File: config.mk
export PLATFORM = sky130hd
export DESIGN_NAME = reg_share_arb_flat
export DESIGN_NICKNAME = d
export VERILOG_FILES = /design/src/rtl/reg_share_arb_pkg.sv /design/src/rtl/reg_share_arb_if.sv /design/src/rtl/reg_share_arb_rr_pick.sv /design/src/rtl/reg_share_arb.sv /design/src/flat_wrapper.sv
export SDC_FILE = /design/constraint.sdc
export NUM_CORES = 1
export LEC_CHECK = 0
export CORE_ASPECT_RATIO = 1.5
export CORE_MARGIN = 10
export CORE_UTILIZATION = 40
export CTS_BUF_LIST = sky130_fd_sc_hd__clkbuf_4 sky130_fd_sc_hd__clkbuf_8 sky130_fd_sc_hd__clkbuf_16
export DETAILED_ROUTE_END_ITERATION = 6
export PLACE_DENSITY = 0.77
export SLEW_MARGIN = 30
export SYNTH_ARGS = -nofsm -noshare
export SYNTH_HDL_FRONTEND = slang
export SYNTH_SLANG_ARGS = --single-unit
File: constraint.sdc
create_clock -name clk -period 3.08 [get_ports clk]
set_clock_uncertainty 0.15 [all_clocks]
set_input_delay 0.462 -clock clk [delete_from_list [all_inputs] [get_ports clk]]
set_output_delay 0.462 -clock clk [all_outputs]
set_load 0.02 [all_outputs]
File: src/rtl/reg_share_arb_pkg.sv
// -----------------------------------------------------------------------------
// reg_share_pkg
// Shared definitions for the register-sharing arbiter:
//   arb_state_e        - arbiter FSM state (IDLE: rotate-priority search,
//                        LOCKED: grant held by one owner for a burst)
//   REG_SHARE_DATA_W   - default datapath width
//   REG_SHARE_MAX_REQ  - largest supported requester count
// -----------------------------------------------------------------------------
package reg_share_pkg;

    typedef enum logic {
        IDLE   = 1'b0,
        LOCKED = 1'b1
    } arb_state_e;

    localparam int REG_SHARE_DATA_W  = 16;
    localparam int REG_SHARE_MAX_REQ = 16;

endpackage

File: src/rtl/reg_share_arb_if.sv
// -----------------------------------------------------------------------------
// reg_share_arb_if
// Bundles the requester ports and the shared output slot of reg_share_arb.
//   req_valid [NUM_REQ]         - per-requester valid
//   req_data  [NUM_REQ*DATA_W]  - per-requester word, requester i at [i*DATA_W +: DATA_W]
//   req_ready [NUM_REQ]         - per-requester accept, one-hot or zero
//   out_valid                   - output slot holds a word
//   out_data  [DATA_W]          - registered word
//   out_src   [SRC_W]           - requester that supplied out_data
//   out_ready                   - consumer accepts the output word
// master: producers + consumer side; slave: the arbiter.
// -----------------------------------------------------------------------------
interface reg_share_arb_if
    import reg_share_pkg::*;
#(
    parameter int NUM_REQ = 4,
    parameter int DATA_W  = REG_SHARE_DATA_W,
    parameter int SRC_W   = $clog2(NUM_REQ)
) ();

    logic [NUM_REQ-1:0]        req_valid;
    logic [NUM_REQ*DATA_W-1:0] req_data;
    logic [NUM_REQ-1:0]        req_ready;
    logic                      out_valid;
    logic [DATA_W-1:0]         out_data;
    logic [SRC_W-1:0]          out_src;
    logic                      out_ready;

    modport master (
        output req_valid,
        output req_data,
        input  req_ready,
        input  out_valid,
        input  out_data,
        input  out_src,
        output out_ready
    );

    modport slave (
        input  req_valid,
        input  req_data,
        output req_ready,
        output out_valid,
        output out_data,
        output out_src,
        input  out_ready
    );

endinterface

File: src/rtl/reg_share_arb_rr_pick.sv
// -----------------------------------------------------------------------------
// rr_pick
// Combinational rotate-priority selector: the first set bit of req found when
// searching ptr, ptr+1, ... modulo NUM_REQ.
//   req   [NUM_REQ] in  - request vector
//   ptr   [SRC_W]   in  - highest-priority index (must be < NUM_REQ)
//   grant [NUM_REQ] out - one-hot winner, zero when no request
//   idx   [SRC_W]   out - index of the winner (0 when none)
//   any             out - at least one request present
// -----------------------------------------------------------------------------
module rr_pick #(
    parameter int NUM_REQ = 4,
    parameter int SRC_W   = $clog2(NUM_REQ)
) (
    input  logic [NUM_REQ-1:0] req,
    input  logic [SRC_W-1:0]   ptr,
    output logic [NUM_REQ-1:0] grant,
    output logic [SRC_W-1:0]   idx,
    output logic               any
);

    always_comb begin
        int                j;
        logic [SRC_W-1:0]  pos;
        grant = '0;
        idx   = '0;
        any   = 1'b0;
        j     = 0;
        pos   = '0;
        for (int off = 0; off < NUM_REQ; off++) begin
            // Explicit wrap so non-power-of-two NUM_REQ never indexes past the end.
            j = int'(ptr) + off;
            if (j >= NUM_REQ) begin
                j = j - NUM_REQ;
            end
            pos = SRC_W'(j);
            if (!any && req[pos]) begin
                any        = 1'b1;
                grant[pos] = 1'b1;
                idx        = pos;
            end
        end
    end

endmodule

File: src/rtl/reg_share_arb.sv
// -----------------------------------------------------------------------------
// reg_share_arb
// Round-robin arbiter and burst sequencer feeding one shared registered
// output slot. A requester, once granted, keeps the grant for up to
// MAX_BURST consecutive transfers; the accepted word appears on out_data one
// cycle after acceptance, tagged with its source index.
//   clk  in - rising-edge clock
//   rst  in - synchronous, active-high reset
//   bus  reg_share_arb_if.slave - requester ports and output slot
// -----------------------------------------------------------------------------
module reg_share_arb
    import reg_share_pkg::*;
#(
    parameter int NUM_REQ   = 4,
    parameter int MAX_BURST = 2,
    parameter int DATA_W    = REG_SHARE_DATA_W,
    parameter int SRC_W     = $clog2(NUM_REQ)
) (
    input  logic          clk,
    input  logic          rst,
    reg_share_arb_if.slave bus
);

    localparam int CNT_W = 4;

    arb_state_e         state_q, state_n;
    logic [SRC_W-1:0]   ptr_q, ptr_n;
    logic [SRC_W-1:0]   owner_q, owner_n;
    logic [CNT_W-1:0]   cnt_q, cnt_n;

    logic [NUM_REQ-1:0] pick_grant;
    logic [SRC_W-1:0]   pick_idx;
    logic               pick_any;

    logic [NUM_REQ-1:0] owner_oh;
    logic [NUM_REQ-1:0] grant;
    logic [NUM_REQ-1:0] ready;
    logic               slot_free;
    logic               xfer;
    logic [SRC_W-1:0]   xfer_idx;
    logic [DATA_W-1:0]  sel_data;

    logic               vld_p1;
    logic [DATA_W-1:0]  data_p1;
    logic [SRC_W-1:0]   src_p1;

    // Increment modulo NUM_REQ by compare-and-clear.
    function automatic logic [SRC_W-1:0] wrap_inc(input logic [SRC_W-1:0] x);
        if (x == SRC_W'(NUM_REQ - 1)) begin
            return '0;
        end
        return x + SRC_W'(1);
    endfunction

    rr_pick #(
        .NUM_REQ (NUM_REQ),
        .SRC_W   (SRC_W)
    ) u_pick (
        .req   (bus.req_valid),
        .ptr   (ptr_q),
        .grant (pick_grant),
        .idx   (pick_idx),
        .any   (pick_any)
    );

    // Grant / ready / transfer decode
    always_comb begin
        slot_free = !vld_p1 || bus.out_ready;
        owner_oh  = '0;
        owner_oh[owner_q] = 1'b1;
        grant     = '0;
        if (state_q == IDLE) begin
            grant = pick_any ? pick_grant : '0;
        end else if (bus.req_valid[owner_q]) begin
            grant = owner_oh;
        end
        ready    = (rst || !slot_free) ? '0 : grant;
        xfer     = |(bus.req_valid & ready);
        xfer_idx = (state_q == IDLE) ? pick_idx : owner_q;
        sel_data = '0;
        for (int i = 0; i < NUM_REQ; i++) begin
            if (grant[i]) begin
                sel_data = bus.req_data[i*DATA_W +: DATA_W];
            end
        end
    end

    // FSM next state; everything holds while the slot is occupied and not drained
    always_comb begin
        state_n = state_q;
        ptr_n   = ptr_q;
        owner_n = owner_q;
        cnt_n   = cnt_q;
        if (slot_free) begin
            case (state_q)
                IDLE: begin
                    if (xfer) begin
                        if (MAX_BURST == 1) begin
                            ptr_n = wrap_inc(xfer_idx);
                        end else begin
                            state_n = LOCKED;
                            owner_n = xfer_idx;
                            cnt_n   = CNT_W'(1);
                        end
                    end
                end
                LOCKED: begin
                    if (!bus.req_valid[owner_q]) begin
                        // Owner went away: release with one bubble cycle.
                        state_n = IDLE;
                        ptr_n   = wrap_inc(owner_q);
                        cnt_n   = '0;
                    end else if (xfer) begin
                        if ((cnt_q + CNT_W'(1)) == CNT_W'(MAX_BURST)) begin
                            state_n = IDLE;
                            ptr_n   = wrap_inc(owner_q);
                            cnt_n   = '0;
                        end else begin
                            cnt_n = cnt_q + CNT_W'(1);
                        end
                    end
                end
                default: begin
                    state_n = IDLE;
                end
            endcase
        end
    end

    always_ff @(posedge clk) begin
        if (rst) begin
            state_q <= IDLE;
            ptr_q   <= '0;
            owner_q <= '0;
            cnt_q   <= '0;
        end else begin
            state_q <= state_n;
            ptr_q   <= ptr_n;
            owner_q <= owner_n;
            cnt_q   <= cnt_n;
        end
    end

    // Stage p1: shared output slot. A transfer refills it even while draining.
    always_ff @(posedge clk) begin
        if (rst) begin
            vld_p1  <= 1'b0;
            data_p1 <= '0;
            src_p1  <= '0;
        end else if (xfer) begin
            vld_p1  <= 1'b1;
            data_p1 <= sel_data;
            src_p1  <= xfer_idx;
        end else if (bus.out_ready) begin
            vld_p1  <= 1'b0;
        end
    end

    assign bus.req_ready = ready;
    assign bus.out_valid = vld_p1;
    assign bus.out_data  = data_p1;
    assign bus.out_src   = src_p1;

endmodule

File: src/flat_wrapper.sv
// flat-port wrapper written by rule: the top's interface ports become plain ports
module reg_share_arb_flat import reg_share_pkg::*;
#(
    parameter int NUM_REQ   = 4,
    parameter int MAX_BURST = 2,
    parameter int DATA_W    = REG_SHARE_DATA_W,
    parameter int SRC_W     = $clog2(NUM_REQ)
)
  (clk, rst, bus_req_valid, bus_req_data, bus_req_ready, bus_out_valid, bus_out_data, bus_out_src, bus_out_ready);
  reg_share_arb_if #(.NUM_REQ(NUM_REQ), .DATA_W(DATA_W), .SRC_W(SRC_W)) bus_i ();
  input  logic clk;
  input  logic rst;
  input wire logic [$bits(bus_i.req_valid)-1:0] bus_req_valid;
  input wire logic [$bits(bus_i.req_data)-1:0] bus_req_data;
  output wire logic [$bits(bus_i.req_ready)-1:0] bus_req_ready;
  output wire logic [$bits(bus_i.out_valid)-1:0] bus_out_valid;
  output wire logic [$bits(bus_i.out_data)-1:0] bus_out_data;
  output wire logic [$bits(bus_i.out_src)-1:0] bus_out_src;
  input wire logic [$bits(bus_i.out_ready)-1:0] bus_out_ready;
  assign bus_i.req_valid = bus_req_valid;
  assign bus_i.req_data = bus_req_data;
  assign bus_req_ready = bus_i.req_ready;
  assign bus_out_valid = bus_i.out_valid;
  assign bus_out_data = bus_i.out_data;
  assign bus_out_src = bus_i.out_src;
  assign bus_i.out_ready = bus_out_ready;
  reg_share_arb #(.NUM_REQ(NUM_REQ), .MAX_BURST(MAX_BURST), .DATA_W(DATA_W), .SRC_W(SRC_W)) u_core (.clk(clk), .rst(rst), .bus(bus_i));
endmodule
==> summary.md, run 1 <==
| Metric | Value |
|---|---|
| Die area | `between 9000 and 10000 um^2` |
| Status | `finished with violations` |
| Hold path start | `u_core.bus.out_data[1]` |
| Mapped Cells | `just over 300` |
| Synth warnings | `0` |
| Post-synthesis net count | `389` |
| Vias in the first global route | `2972` |
| R2r worst-path depth | `11` |
| Mapped cell area | `roughly 2500 um^2` |
| Routability cong. | `0.978` |
| Initial Util | `just over 40%` |
| Peak per-stage delay on the critical path | `0.42 ns` |
| DP Cell Count | `between 400 and 500` |
| Hold Crit Endpoint | `u_core.bus.out_data[1]` |
| Critical Path Fanout Max | `5` |
| CP max stage cell | `or3_4` |
| Top FF cell, synth | `dfxtp_1` |
| Clock sinks | `28` |
| Count of pins over their slew limit | `0` |
| Gr usage total | `17.9%` |
| Sequential fraction of the synthesis area | `22.8%` |
| Share of layout cells above drive strength 1 | `25.5%` |
| GR Overflow Total | `0` |
| Cell Count, Final, Fillers Out | `505` |
| CP dominant cell by count | `buf_6` |
| DRC viols | `0` |
| Max Fclk | `305 MHz` |
| CP Cell Sequence | `clkinvlp_4, ha_4, mux4_2, buf_6, buf_6, a21o_1, o2111a_1, or3_4, o21ba_4, a21oi_4, mux2_4` |
| First-pass GRT wire length | `14.8 mm` |
| Critical Path RT | `~3.1 ns` |
| EDFF count, synth | `0` |
| WP data arrival | `approximately 3.3 ns` |
| Final setup viols | `31` |
| Post-DP HPWL | `slightly above 7 mm` |
| Net count, final | `516` |
| Post-synth top area share | `between 20% and 30%` |
| Routed vias | `around 2.9k` |
| Die height | `116 um` |
| Worst slew margin relative to its limit | `70.4%` |
| CTS clock-pin slew for the worst setup and hold paths | `0.10 ns` |
| H-Tree Depth | `1` |
| Worst-Margin Slew | `0.445 ns` |
| Max Buffers Root-to-Sink | `2` |
| Routed vias/inst | `5.74` |
| Cell taking the most area after synthesis | `dfxtp_1` |
| # hold bufs at CTS | `0` |
| Worst Slack Setup Final | `-0.197 ns` |
| CTS tree | `yes` |
| DRT iter0 DRCs | `between 150 and 200` |
| Startpoint Class | `flop` |
| CP delay by family, top | `compound AO/OA/AOI/OAI gates` |
| Port bufs | `93` |
| First drt pass iteration count | `5` |
| Flop-to-flop setup slack | `-0.20 ns` |
| Cell Rows | `35` |
| Largest net degree at the start of global routing | `33` |
| Reg2reg end | `u_core.ptr_q[0]` |
| ANT nets after route | `0` |
| Hold path depth | `2` |
| Pwr per Cell Area | `between 500 and 600 nW/um^2` |
| Critical Path Sink Type | `flop` |
| Final Hold Viols | `0` |
| Fin crit share | `106%` |
| Failing checks | `negative setup slack` |
| Lkg Pwr | `approximately 1.6 nW` |
| Routed wire length | `~9 mm` |
| Ys async rst share | `0%` |
| Buf+Inv Stages, Crit Path | `3` |
| Syn Area/Cell | `8.07 um^2` |
| Core area | `6090 um^2` |
| Tmin final | `between 3 and 4 ns` |
| Root Buffer | `clkbuf_8` |
| RSZ-0062 raised after global routing | `true` |
| TNS Setup | `-2.36 ns` |
| Initial antenna violation count | `0` |
| Synth top area cells | `dfxtp_1 23%, ha_1 6.6%, a21oi_1 5.9%, nor3b_1 5.8%, o221ai_1 5.7%` |
| Hold crit path type | `flop to flop` |
| Max-cap violations | `0` |
| Area growth, synth to finish | `67.2%` |
| Setup Crit Path Kind | `flop to flop` |
| Filler instances | `529` |
| RR Startpoint | `u_core.ptr_q[0]` |
| CTS buffer count | `3` |
| Inserted Diodes | `0` |
| Synth Register Bits | `28` |
| Unique cell type count in the Yosys netlist | `56` |
| DR WL/cell | `18.2 um` |
| Worst vdd ir | `around 0.48 mV` |
| Clock Latency Late Sink | `0.29 ns` |
| Ports | `94` |
| Die width | `approximately 84 um` |
==> how the worst max path moves through the flow <==
stage	cells past startpoint	to	start	slack (ns)
after floorplan	9	bus_req_ready[1]	u_core.ptr_q[0]	-0.09
after global placement	7	bus_req_ready[1]	bus_req_valid[0]	-0.60
after detailed placement	7	bus_req_ready[1]	bus_req_valid[0]	-0.64
after CTS	8	bus_req_ready[1]	u_core.ptr_q[0]	-0.10
after global routing	11	u_core.ptr_q[0]	u_core.ptr_q[0]	-0.28
final	11	u_core.ptr_q[0]	u_core.ptr_q[0]	-0.20
==> flip-flops by register name, summed over array words and instances, names as in the netlist <==
name,flops
u_core.bus.out_data,16
u_core.cnt_q,4
u_core.bus.out_src,2
u_core.owner_q,2
u_core.ptr_q,2
u_core.bus.out_valid,1
u_core.state_q,1
==> cell usage in the layout, fill, tap and decap left out, drive strengths merged, types with 10 or more instances in the layout <==
cell type      synthesis  layout
ha                    13      13
a21o                  18      18
nand2                 10      10
dfxtp                 28      28
nor2                  34      34
o221ai                16      16
nor3b                 19      19
buf                    9      57
clkdlybuf4s50          0      85
a21oi                 30      30
inv                   15      14
a211oi                18      18
==> worst reg2reg max path: cells and delay by family (launching register included) <==
family | cells | cell delay (ns)
simple gates | 1 | 0.42
buf+inv | 3 | 0.38
flops | 1 | 0.36
mux | 2 | 0.67
compound gates | 4 | 0.90
fa+ha+maj | 1 | 0.29
==> per-stage QoR <==
| step | setup slack, ns | utilization, % | total power (W) | hold WS (ns) | instance area, um^2 |
|---|---|---|---|---|---|
| after global placement | -0.599 | 62.1 | 0.00174 | 0.329 | 3780 |
| after detailed placement | -0.645 | 62.1 | 0.00176 | 0.332 | 3780 |
| final | -0.197 | 67.6 | 0.00219 | 0.343 | 4120 |
| after floorplan | -0.0911 | - | 0.00130 | 0.336 | 2610 |
| after global routing | -0.276 | 67.6 | 0.00234 | 0.377 | 4120 |
| after CTS | -0.103 | 66.2 | 0.00215 | 0.348 | 4030 |
==> synthesized netlist by cell type (all sizes together), types with 2 or more instances <==
master,number
nand2,10
nor3b,19
a2111oi,3
a211oi,18
nor3,3
or3,3
nor2,34
o22ai,2
o211ai,3
nor2b,2
a221o,2
o31ai,3
or2,2
clkbuf,16
o21ai,8
a221oi,2
or3b,5
nand3b,2
and2,5
buf,9
and3,2
nand2b,4
o221ai,16
inv,15
a22oi,6
a21oi,30
a21o,18
dfxtp,28
ha,13
nand3,3
mux4,4
==> final cells by class <==
type                       instances  area, um^2  area share, %
tap                               74        92.6           2.25
sequential                        28         562           13.6
clock buffer                       3        41.3           1.00
timing repair buffer             146        1400           33.9
clock inverter                     1        30.0          0.729
multi-input combinational        238        1940           47.0
inverter                          15        60.1           1.46
==> kinds of logic after synthesis <==
kind of cell               Yosys count  share of synthesized area (%)
AOI/OAI and AO/OA                  120                           36.6
adders and majority gates           13                           6.61
buffers and inverters               40                           7.27
DFF                                 28                           22.8
muxes                                6                           4.52
and+or+nand+nor                     98                           22.3
==> routing by layer <==
layer  up-vias  track usage [%]  wire, um
met5         -                0         0
met4         0             7.39       229
met3        18             3.00       516
met2        95             34.1      4990
met1      1377             18.7      3440
li1       1409                -         -
==> report_power, final <==
| part | internal [W] | switching [W] |
|---|---|---|
| Clock | 0.000174 | 0.000125 |
| Combinational | 0.000691 | 0.000717 |
| Sequential | 0.000432 | 0.0000493 |
| Total | 0.00130 | 0.000892 |
==> repair_timing <==
action                     4_1_cts  5_1_grt
setup endpoints to repair       31       31
setup buffers                   10        3
pin swaps                       11       14
resized for setup               53       13
cloned                           1        0
Note: power is estimated with default switching activity, not from simulation.
==> inputs of run 2 (changes only) <==
- CELL_PAD_IN_SITES_DETAIL_PLACEMENT: unset -> 1
- CELL_PAD_IN_SITES_GLOBAL_PLACEMENT: unset -> 2
- CORE_UTILIZATION: 40 -> 22
- PLACE_DENSITY: 0.77 -> unset
- PLACE_DENSITY_LB_ADDON: unset -> 0.1
==> run 2 against run 1 <==
Register-to-register slack better by 0.097 ns. Global-route usage shrank 4.0 points. The run still ends with negative setup slack left. Clock power rose by 36%. Via count increased by 0.62%.
==> summary.md, run 2 (synthesized netlist as in run 1, its figures left out) <==
| Metric | Value |
|---|---|
| Status | `finished with violations` |
| Failing checks | `negative setup slack` |
| Final Cell Area | `4360 um^2` |
| Worst slew margin relative to its limit | `66.0%` |
| DRC viols | `0` |
| Core area | `11000 um^2` |
| Flop-to-flop setup slack | `-0.10 ns` |
| First-pass GRT wire length | `17.7 mm` |
| Critical Path RT | `2.47 ns` |
| First drt pass iteration count | `4` |
| P_int | `0.00144 W` |
| Tmin final | `3.19 ns` |
| Worst Slack Setup Final | `-0.110 ns` |
| Area growth, synth to finish | `77.2%` |
| Hold path start | `u_core.bus.out_data[14]` |
| # hold bufs at CTS | `0` |
| Cell Rows | `between 40 and 50` |
| Gr usage total | `13.9%` |
| DRT iter0 DRCs | `between 60 and 70` |
| Most frequent cells in the layout | `85 x clkdlybuf4s50_1, 47 x buf_4, 28 x nor2_1, 27 x dfxtp_1, 22 x a21oi_1` |
| Sequential cell fraction of total power | `20.1%` |
| Initial Util | `22.4%` |
| Comb power frac | `63.0%` |
| Routed vias | `2917` |
| NetSw | `0.000972 W` |
| CTS clock-pin slew for the worst setup and hold paths | `0.08 ns` |
| Clock Latency Late Sink | `roughly 0.27 ns` |
| Pwr per Cell Area | `552 nW/um^2` |
| R2r worst-path depth | `11` |
| Lkg Pwr | `1.70 nW` |
| Max FFs per register | `16` |
| Ports | `94` |
| DR WL/cell | `19.4 um` |
| Routed vias/inst | `4.97` |
| Startpoint Class | `flop` |
| Hold crit path type | `flop to flop` |
| Share of layout cells above drive strength 1 | `29.1%` |
| Net count, final | `roughly 530` |
| Routed wire length | `approximately 11 mm` |
| Critical Path Fanout Max | `5` |
| Fin crit share | `104%` |
| Die width | `106 um` |
| Hold path depth | `2` |
| H-Tree Depth | `1` |
| Final setup viols | `21` |
| Post-DP HPWL | `8.66 mm` |
| Largest net degree at the start of global routing | `33` |
| Die area | `roughly 16000 um^2` |
| RR Startpoint | `u_core.ptr_q[0]` |
| Initial antenna violation count | `0` |
| Clock sinks | `28` |
| GR Overflow Total | `0` |
| Worst-Margin Slew | `0.510 ns` |
| Util after Layout | `slightly below 40%` |
| Most common cell after layout, fill and taps aside | `clkdlybuf4s50_1` |
| Inserted Diodes | `0` |
| Worst vdd ir | `0.243 mV` |
| Switching part of the total | `between 40% and 50%` |
| Vias in the first global route | `between 3k and 4k` |
| Critical Path Sink Type | `output pin` |
| Routability cong. | `0.776` |
| Hold Crit Endpoint | `u_core.bus.out_data[14]` |
| Port bufs | `93` |
| Final Hold Viols | `0` |
| Max Fclk | `between 300 and 400 MHz` |
| Root Buffer | `clkbuf_16` |
| CTS buffer count | `3` |
| Count of pins over their slew limit | `0` |
| CTS tree | `yes` |
| Reg2reg end | `u_core.owner_q[0]` |
| Die height | `150 um` |
| Setup Crit Path Kind | `flop to output pin` |
| Clock share of power | `16.9%` |
| Placed Area | `3890 um^2` |
| RSZ-0062 raised after global routing | `true` |
| WP data arrival | `2.58 ns` |
| Max Buffers Root-to-Sink | `2` |
| ANT nets after route | `0` |
| Max-cap violations | `0` |
run 2: changes by cell type in the layout (fill, tap and decap cells not counted), sizes merged:
cell | previous run | this run
o21bai | 2 | 1
buf | 57 | 67
run 2: per-stage QoR:
| step | total power [W] | worst slack [ns] | TNS [ns] | hold WS, ns | std cells |
|---|---|---|---|---|---|
| final | 0.00241 | -0.110 | -0.846 | 0.343 | 587 |
| after floorplan | 0.00130 | -0.0911 | -0.297 | 0.336 | 305 |
| after global routing | 0.00259 | -0.191 | -3.91 | 0.370 | 587 |
| after detailed placement | 0.00182 | -0.718 | -18.07 | 0.337 | 566 |
| after global placement | 0.00180 | -0.659 | -16.45 | 0.329 | 566 |
| after CTS | 0.00236 | -0.141 | -2.07 | 0.346 | 578 |
run 2: worst max path at each step:
stage	end	slack (ns)	from
floorplan	bus_req_ready[1]	-0.09	u_core.ptr_q[0]
global placement	bus_req_ready[0]	-0.66	bus_req_valid[2]
detailed placement	bus_req_ready[0]	-0.72	bus_req_valid[2]
CTS	u_core.owner_q[0]	-0.14	u_core.ptr_q[0]
global route	bus_req_ready[1]	-0.19	u_core.ptr_q[0]
finish	bus_req_ready[1]	-0.11	u_core.ptr_q[0]
run 2: cell type report:
cell class	count	area [um^2]
Fill cell	1329	6630
Timing Repair Buffer	156	1480
Clock buffer	3	75.1
Clock inverter	1	30.0
Sequential cell	28	562
Inverter	15	60.1
Multi-Input combinational cell	237	1980
Tap cell	147	184
run 2: power groups by stage:
stage | Sequential (W) | Clock, W | Combinational, W
2_1_floorplan | 0.000554 | 0 | 0.000749
3_3_place_gp | 0.000488 | 0 | 0.00131
3_5_place_dp | 0.000491 | 0 | 0.00133
4_1_cts | 0.000485 | 0.000425 | 0.00145
5_1_grt | 0.000495 | 0.000440 | 0.00166
6_report | 0.000483 | 0.000407 | 0.00152
run 2: timing repair:
item / in CTS / in global routing
setup endpoints to repair: 32 / 31
resized for setup: 62 / 21
buffers inserted: 9 / 9
pin swaps: 24 / 14
run 2: metal layers:
metal	routed length [um]	global-route usage (%)	up-vias
li1	-	-	1423
met2	6130	26.6	65
met1	4820	15.7	1422
met4	129	3.26	0
met3	325	1.85	7
met5	0	0	-
run 2: critical path, cell delays in order (launching register included):
cell and delay [ns]:
dfxtp_2 0.36, clkinvlp_4 0.11, ha_4 0.29, mux4_2 0.36, or3b_1 0.39, a221oi_2 0.28
a221o_1 0.23, nor2b_4 0.17, buf_6 0.12
